[config.mk]
export PLATFORM = sky130hd
export DESIGN_NAME = wide_add_seq
export DESIGN_NICKNAME = d
export VERILOG_FILES = /design/src/rtl/wide_add_seq.sv
export SDC_FILE = /design/constraint.sdc
export NUM_CORES = 1
export LEC_CHECK = 0
export ABC_AREA = 1
export CAP_MARGIN = 15
export CORE_ASPECT_RATIO = 1.2
export CORE_MARGIN = 2
export CORE_UTILIZATION = 45
export DETAILED_ROUTE_END_ITERATION = 6
export PLACE_DENSITY = 0.75
export SLEW_MARGIN = 20
export SYNTH_ARGS = -nofsm -noshare
export SYNTH_HDL_FRONTEND = slang
export SYNTH_SLANG_ARGS = --single-unit
[constraint.sdc]
create_clock -name clk -period 3.6 [get_ports clk]
set_input_delay 0.36 -clock clk [delete_from_list [all_inputs] [get_ports clk]]
set_output_delay 0.36 -clock clk [all_outputs]
set_load 0.05 [all_outputs]
[src/rtl/wide_add_seq.sv]
// Multi-cycle W-bit adder that time-multiplexes one N-bit ripple-carry slice,
// feeding it LSB chunk first and chaining the slice carry through a register.
module wide_add_seq #(
   parameter  int N      = 8,
   parameter  int CHUNKS = 4,
   localparam int W      = N * CHUNKS
) (
   input  logic         clk,
   input  logic         rst,
   input  logic         in_valid,
   output logic         in_ready,
   input  logic [W-1:0] in_a,
   input  logic [W-1:0] in_b,
   input  logic         in_c,
   output logic         out_valid,
   input  logic         out_ready,
   output logic [W-1:0] out_sum,
   output logic         out_c,
   output logic [N-1:0] add_a,
   output logic [N-1:0] add_b,
   output logic         add_c_in,
   input  logic [N-1:0] add_sum,
   input  logic         add_c_out
);

   localparam int IW = (CHUNKS > 2) ? $clog2(CHUNKS) : 1;
   localparam logic [IW-1:0] LAST_IDX = IW'(CHUNKS - 1);

   typedef enum logic [1:0] {
      S_IDLE = 2'd0,
      S_RUN  = 2'd1,
      S_DONE = 2'd2
   } state_t;

   state_t         state_q, state_d;
   logic [IW-1:0]  idx_q, idx_d;
   logic           carry_q, carry_d;
   logic [W-1:0]   a_q, a_d;
   logic [W-1:0]   b_q, b_d;
   logic [W-1:0]   sum_q, sum_d;
   logic           oc_q, oc_d;
   logic           ov_q, ov_d;
   logic           ready_s;

   // Next-state, slice drive and handshake readiness
   always_comb begin
      state_d  = state_q;
      idx_d    = idx_q;
      carry_d  = carry_q;
      a_d      = a_q;
      b_d      = b_q;
      sum_d    = sum_q;
      oc_d     = oc_q;
      ov_d     = ov_q;
      ready_s  = 1'b0;
      add_a    = {N{1'b0}};
      add_b    = {N{1'b0}};
      add_c_in = 1'b0;
      case (state_q)
         S_IDLE: begin
            ready_s = 1'b1;
            if (in_valid) begin
               a_d     = in_a;
               b_d     = in_b;
               carry_d = in_c;
               idx_d   = {IW{1'b0}};
               state_d = S_RUN;
            end else begin
               state_d = S_IDLE;
            end
         end
         S_RUN: begin
            add_a    = a_q[idx_q*N +: N];
            add_b    = b_q[idx_q*N +: N];
            add_c_in = carry_q;
            sum_d[idx_q*N +: N] = add_sum;
            carry_d  = add_c_out;
            if (idx_q == LAST_IDX) begin
               oc_d    = add_c_out;
               ov_d    = 1'b1;
               idx_d   = {IW{1'b0}};
               state_d = S_DONE;
            end else begin
               idx_d   = idx_q + IW'(1);
            end
         end
         S_DONE: begin
            ready_s = out_ready;
            if (out_ready) begin
               ov_d = 1'b0;
               // Back-to-back: retire and accept on the same edge
               if (in_valid) begin
                  a_d     = in_a;
                  b_d     = in_b;
                  carry_d = in_c;
                  idx_d   = {IW{1'b0}};
                  state_d = S_RUN;
               end else begin
                  state_d = S_IDLE;
               end
            end else begin
               state_d = S_DONE;
            end
         end
         default: begin
            state_d = S_IDLE;
         end
      endcase
   end

   // State and datapath registers with synchronous reset
   always_ff @(posedge clk) begin
      if (rst) begin
         state_q <= S_IDLE;
         idx_q   <= {IW{1'b0}};
         carry_q <= 1'b0;
         a_q     <= {W{1'b0}};
         b_q     <= {W{1'b0}};
         sum_q   <= {W{1'b0}};
         oc_q    <= 1'b0;
         ov_q    <= 1'b0;
      end else begin
         state_q <= state_d;
         idx_q   <= idx_d;
         carry_q <= carry_d;
         a_q     <= a_d;
         b_q     <= b_d;
         sum_q   <= sum_d;
         oc_q    <= oc_d;
         ov_q    <= ov_d;
      end
   end

   assign in_ready  = ready_s & ~rst;
   assign out_valid = ov_q;
   assign out_sum   = sum_q;
   assign out_c     = oc_q;

endmodule

==> results of run 1 <==
==> per-stage QoR <==
step | setup slack (ns) | instances | area (µm²) | utilization [%] | power [mW]
floorplan | 1.52 | 640 | 4760 | - | 1.56
global placement | 1.08 | 856 | 5900 | 56.7 | 1.70
detailed placement | 1.02 | 856 | 5900 | 56.7 | 1.71
CTS | 0.636 | 872 | 6220 | 59.8 | 2.75
global route | 0.467 | 872 | 6220 | 59.8 | 2.83
finish | 0.661 | 872 | 6220 | 59.8 | 2.73
==> cell families (layout without fill, tap and decap cells) <==
family	count (synthesis)	count (layout)	synth area share (%)
compound gates	151	151	16.7
fa+ha+maj	6	6	1.58
buf+inv	65	168	8.80
flops	103	103	43.3
simple gates	315	315	29.6
==> synthesized netlist by cell type (all sizes together) <==
cell / instances
nand2: 145
a21oi: 114
dfxtp: 103
nor2: 94
nand3: 73
o21ai: 36
buf: 33
inv: 18
clkbuf: 14
ha: 6
nor3: 2
o21a: 1
or2: 1
==> worst max-delay path by stage <==
stage          endpoint        from
2_1_floorplan  add_a[3]    idx_q[1]
3_3_place_gp   add_b[0]    idx_q[0]
3_5_place_dp   add_c_in  state_q[0]
4_1_cts        add_b[6]  state_q[0]
5_1_grt        add_b[4]  state_q[0]
6_report       add_b[6]  state_q[0]
==> power groups by stage <==
stage               Sequential [mW]  Clock, mW  Combinational [mW]
global route                   1.23       1.10               0.499
detailed placement             1.25          0               0.454
global placement               1.25          0               0.448
floorplan                      1.26          0               0.297
finish                         1.23       1.05               0.455
CTS                            1.23       1.07               0.456
==> flip-flops by register name, summed over array words and instances, names as in the netlist <==
signal / cells
carry_q: 1
out_valid: 1
state_q: 2
b_q: 32
out_sum: 32
a_q: 32
idx_q: 2
out_c: 1
==> metal layers <==
| layer | GRT usage [%] | up-vias | routed length [µm] |
|---|---|---|---|
| li1 | - | 2298 | - |
| met1 | 27.0 | 2097 | 5320 |
| met2 | 38.0 | 148 | 6300 |
| met3 | 4.43 | 22 | 792 |
| met4 | 9.54 | 0 | 320 |
| met5 | 0 | - | 0 |
==> final cells by class <==
type	instances	area (µm²)
clock buffers	9	225
clock inverters	7	95.1
fillers	977	4190
inverters	18	75.1
multi-input cells	472	2280
flip-flops and latches	103	2060
well taps	129	161
repair buffers	134	1320
==> worst max-delay path, delay by kind of cell, from the launching register on <==
| family | cells | cell delay (ns) |
|---|---|---|
| buffers and inverters | 1 | 0.84 |
| AND/OR/NAND/NOR | 1 | 0.54 |
| flip-flops | 1 | 0.52 |
| AO/OA/AOI/OAI | 1 | 0.32 |
==> results_dict.tcl, run 1 <==
set metrics [dict create \
    outcome "finished, final reports clean" \
    finalWirelength_mm 12.7 \
    rows 41 \
    hold_viol 0 \
    ctsRootBufferMaster "clkbuf_16" \
    worstPathMaxFanout 21 \
    tns_ns 0 \
    route.antenna.remaining_nets 0 \
    fp.dieW_um 97.9 \
    min_from "rst" \
    pwr-share-seq_pct 44.9 \
    numCtsBuffers 9 \
    yosysTopAreaCellShare_pct 43.3 \
    clkPwrFrac_pct 38.4 \
    power_switching_share_pct 27.1 \
    post_cts_buffers 0 \
    internal_power_mw 1.99 \
    core_um2 10400 \
    crit_chain "nand2_1 > a21oi_1 > clkdlybuf4s50_1" \
    port_buffers 129 \
    synth_cell_types 29 \
    io-pin-count 130 \
    layout_commonest_cell "nand2_1" \
    ys_ff_latch 103 \
    fin_crit_ns 2.94 \
    nets 822 \
    final_max_slew_viol_count 0 \
    n_antenna_cell 0 \
    die_y_um 117 \
    grt_usage_pct 22.1 \
    cts.path.max_buffers 2 \
    crit_required_ns 3.24 \
    die_area_um2 11400 \
    wl_per_cell_um 14.6 \
    whs_endpoint "out_sum[9]" \
    grt_first_pass_wirelength_mm 20.5 \
    r2r-end "out_sum[1]" \
    avgSynthCellArea_um2 7.44 \
    leakagePower_nw 2.24 \
    maxCapViolations 0 \
    overflow 0 \
    synth_nets 724 \
    cts_tree "built" \
    worstRegToRegCells 7 \
    vias 4565 \
    r2r_setup_slack_ns 1.59 \
    first_pass_iters 4 \
    hold_depth 2 \
    syn_to_final_growth_pct 30.7 \
    critPathKind "flip-flop to output pin" \
    clock_latency_ns 0.35 \
    worstMarginPinSlew_ns 0.785 \
    vdd_drop_max_mv 0.230 \
    postCtsHoldBufs 0 \
    drive_gt1_share_pct 9.02 \
    cts.htree.levels 3 \
    synth_top_area_cell "dfxtp_1" \
    syn_area_um2 4760 \
    hp-class "input pin to flip-flop" \
    p_switching_mw 0.740 \
    slew_headroom_pct 47.6 \
    fmax_mhz 340 \
    period_share_pct 81.6 \
    yosysSeqAreaShare_pct 43.3 \
    r2r-start "idx_q[0]" \
    slowest_stage "clkdlybuf4s50_1" \
    rsz0062_at_grt "false" \
    synthTopCellsByArea "dfxtp_1 (43%), a21oi_1 (11%), nand2_1 (10%)" \
    synthCells 640 \
    post-route-drc-count 0 \
    combPwrFrac_pct 16.7 \
    yosysWarnings 0 \
    powerDensity_nw_per_um2 439 \
    whs_ns 0.452 \
    final_cell_mix "nand2_1 (132), clkdlybuf4s50_1 (127), a21oi_1 (104)" \
    endpoint_kind "output pin" \
    fin_skew_ns 0.00716 \
    dp_hpwl_mm 8.68 \
    start_util_pct 45.7 \
    grt_max_degree 66 \
    cts_resized 0 \
    clk_pin_slew_ns 0.07 \
    antenna_found_initial 0 \
    drt_first_iter_violations 265 \
    start_kind "flip-flop" \
    arrival_ns 2.58 \
    gp_congestion 0.849 \
    max_stage_delay_ns 0.84 \
    setup_viol 0 \
    routed_via_density 5.24 \
    clock_sinks 103 \
    grt_pass1_vias 4349 \
]
(Power assumes the default switching activity.)
==> inputs of run 2 (changes only) <==
==> constraint.sdc (replaced) <==
create_clock -name clk -period 3 [get_ports clk]
set_input_delay 0.3 -clock clk [delete_from_list [all_inputs] [get_ports clk]]
set_output_delay 0.3 -clock clk [all_outputs]
set_load 0.05 [all_outputs]
==> results_dict.tcl, run 2 (same netlist as run 1, synthesis figures left out) <==
set metrics [dict create \
    outcome "finished, final reports clean" \
    clk_pin_slew_ns 0.07 \
    hold_depth 2 \
    endpoint_kind "output pin" \
    post-route-drc-count 0 \
    antenna_found_initial 0 \
    slew_headroom_pct 52.0 \
    die_area_um2 11400 \
    crit_chain "nand2_1 > buf_4 > nor2_1 > clkdlybuf4s50_1" \
    slowest_stage "clkdlybuf4s50_1" \
    route.antenna.remaining_nets 0 \
    fmax_mhz 415 \
    rows 41 \
    place_area_um2 5890 \
    num-fill-cells 961 \
    final_cell_mix "nand2_1 (132), clkdlybuf4s50_1 (111), a21oi_1 (104)" \
    start_kind "flip-flop" \
    gp_congestion 0.886 \
    vdd_drop_max_mv 0.290 \
    routed_via_density 5.16 \
    io-pin-count 130 \
    arrival_ns 2.11 \
    wl_per_cell_um 14.2 \
    grt_pass1_vias 4247 \
    critPathTopFamily "buffers and inverters" \
    crit_buf_inv 2 \
    first_pass_iters 4 \
    fp.dieW_um 97.9 \
    clock_latency_ns 0.34 \
    postLayoutCoreUtil_pct 59.3 \
    setup_viol 0 \
    powerDensity_nw_per_um2 509 \
    rsz0062_at_grt "false" \
    drive_gt1_share_pct 11.4 \
    n_antenna_cell 0 \
    fin_skew_ns 0.00998 \
    cts_tree "built" \
    clock_sinks 103 \
    grt_usage_pct 21.2 \
    cts.htree.levels 3 \
    cts_resized 0 \
    pre_cts_slack_ns 0.940 \
    port_buffers 129 \
    finalWirelength_mm 12.4 \
    syn_to_final_growth_pct 29.8 \
    grt_max_degree 69 \
    numCtsBuffers 9 \
    period_share_pct 80.2 \
    critPathKind "flip-flop to output pin" \
    ctsRootBufferMaster "clkbuf_16" \
    leakagePower_nw 2.27 \
    path_depth 4 \
    post_cts_buffers 0 \
    overflow 0 \
    start_util_pct 45.7 \
    drt_first_iter_violations 267 \
    crit_required_ns 2.70 \
    vias 4510 \
    hold_viol 0 \
    fin_area_um2 6180 \
    fin_crit_ns 2.41 \
    worstMarginPinSlew_ns 0.719 \
    hp-class "flip-flop to flip-flop" \
    maxCapViolations 0 \
    grt_first_pass_wirelength_mm 19.8 \
    dp_hpwl_mm 8.70 \
    postCtsHoldBufs 0 \
    max_stage_delay_ns 0.81 \
    final_max_slew_viol_count 0 \
    worstRegToRegCells 7 \
    cts.path.max_buffers 2 \
    core_um2 10400 \
    layout_commonest_cell "nand2_1" \
    tns_ns 0 \
    die_y_um 117 \
    worst_slack_ns 0.593 \
    worstPathMaxFanout 21 \
    nets 824 \
]
==> run 2: cell count changes in the layout (fill, tap and decap cells not counted), sizes merged <==
cell / delta
bufinv: -2
clkbuf: +1
clkinv: +1
buf: +18
clkdlybuf4s50: -16
clkinvlp: -1
inv: +1
==> run 2: worst paths after layout <==
check	startpoint	endpoint	slack (ns)
max	state_q[0]	add_c_in	0.59
min	a_q[31]	a_q[31]	0.46
max reg2reg	idx_q[0]	out_sum[1]	1.01
min reg2reg	a_q[31]	a_q[31]	0.46
==> run 2: where the power goes <==
| group | switching, mW | internal (mW) |
|---|---|---|
| combinational | 0.327 | 0.220 |
| clock | 0.531 | 0.599 |
| sequential | 0.0370 | 1.43 |
==> run 2: layout make-up <==
class | count | area [µm²] | share of cell area [%]
multi-input cells | 472 | 2280 | 36.9
clock inverters | 6 | 51.3 | 0.830
repair buffers | 136 | 1310 | 21.2
inverters | 18 | 75.1 | 1.21
flip-flops and latches | 103 | 2060 | 33.4
well taps | 129 | 161 | 2.61
clock buffers | 10 | 239 | 3.87
==> run 2: tightest hold or removal path: stages, from the launching register on <==
cell	delay, ns
dfxtp_1	0.31
nand2_1	0.06
a21oi_1	0.05
==> run 2: layer usage <==
metal / global-route usage [%] / share of wire, % / vias to the layer above
met2: 37.0 / 50 / 142
met3: 4.25 / 5.2 / 19
met4: 7.50 / 1.8 / 0
met1: 26.2 / 43 / 2049
li1: - / - / 2300
met5: 0 / 0 / -
==> run 2: stage by stage <==
stage	hold WS (ns)	power (mW)	instances
after global placement	0.445	2.04	858
after CTS	0.460	3.16	874
after detailed placement	0.449	2.05	858
final	0.457	3.15	874
after global routing	0.475	3.28	874
after floorplan	0.435	1.87	640
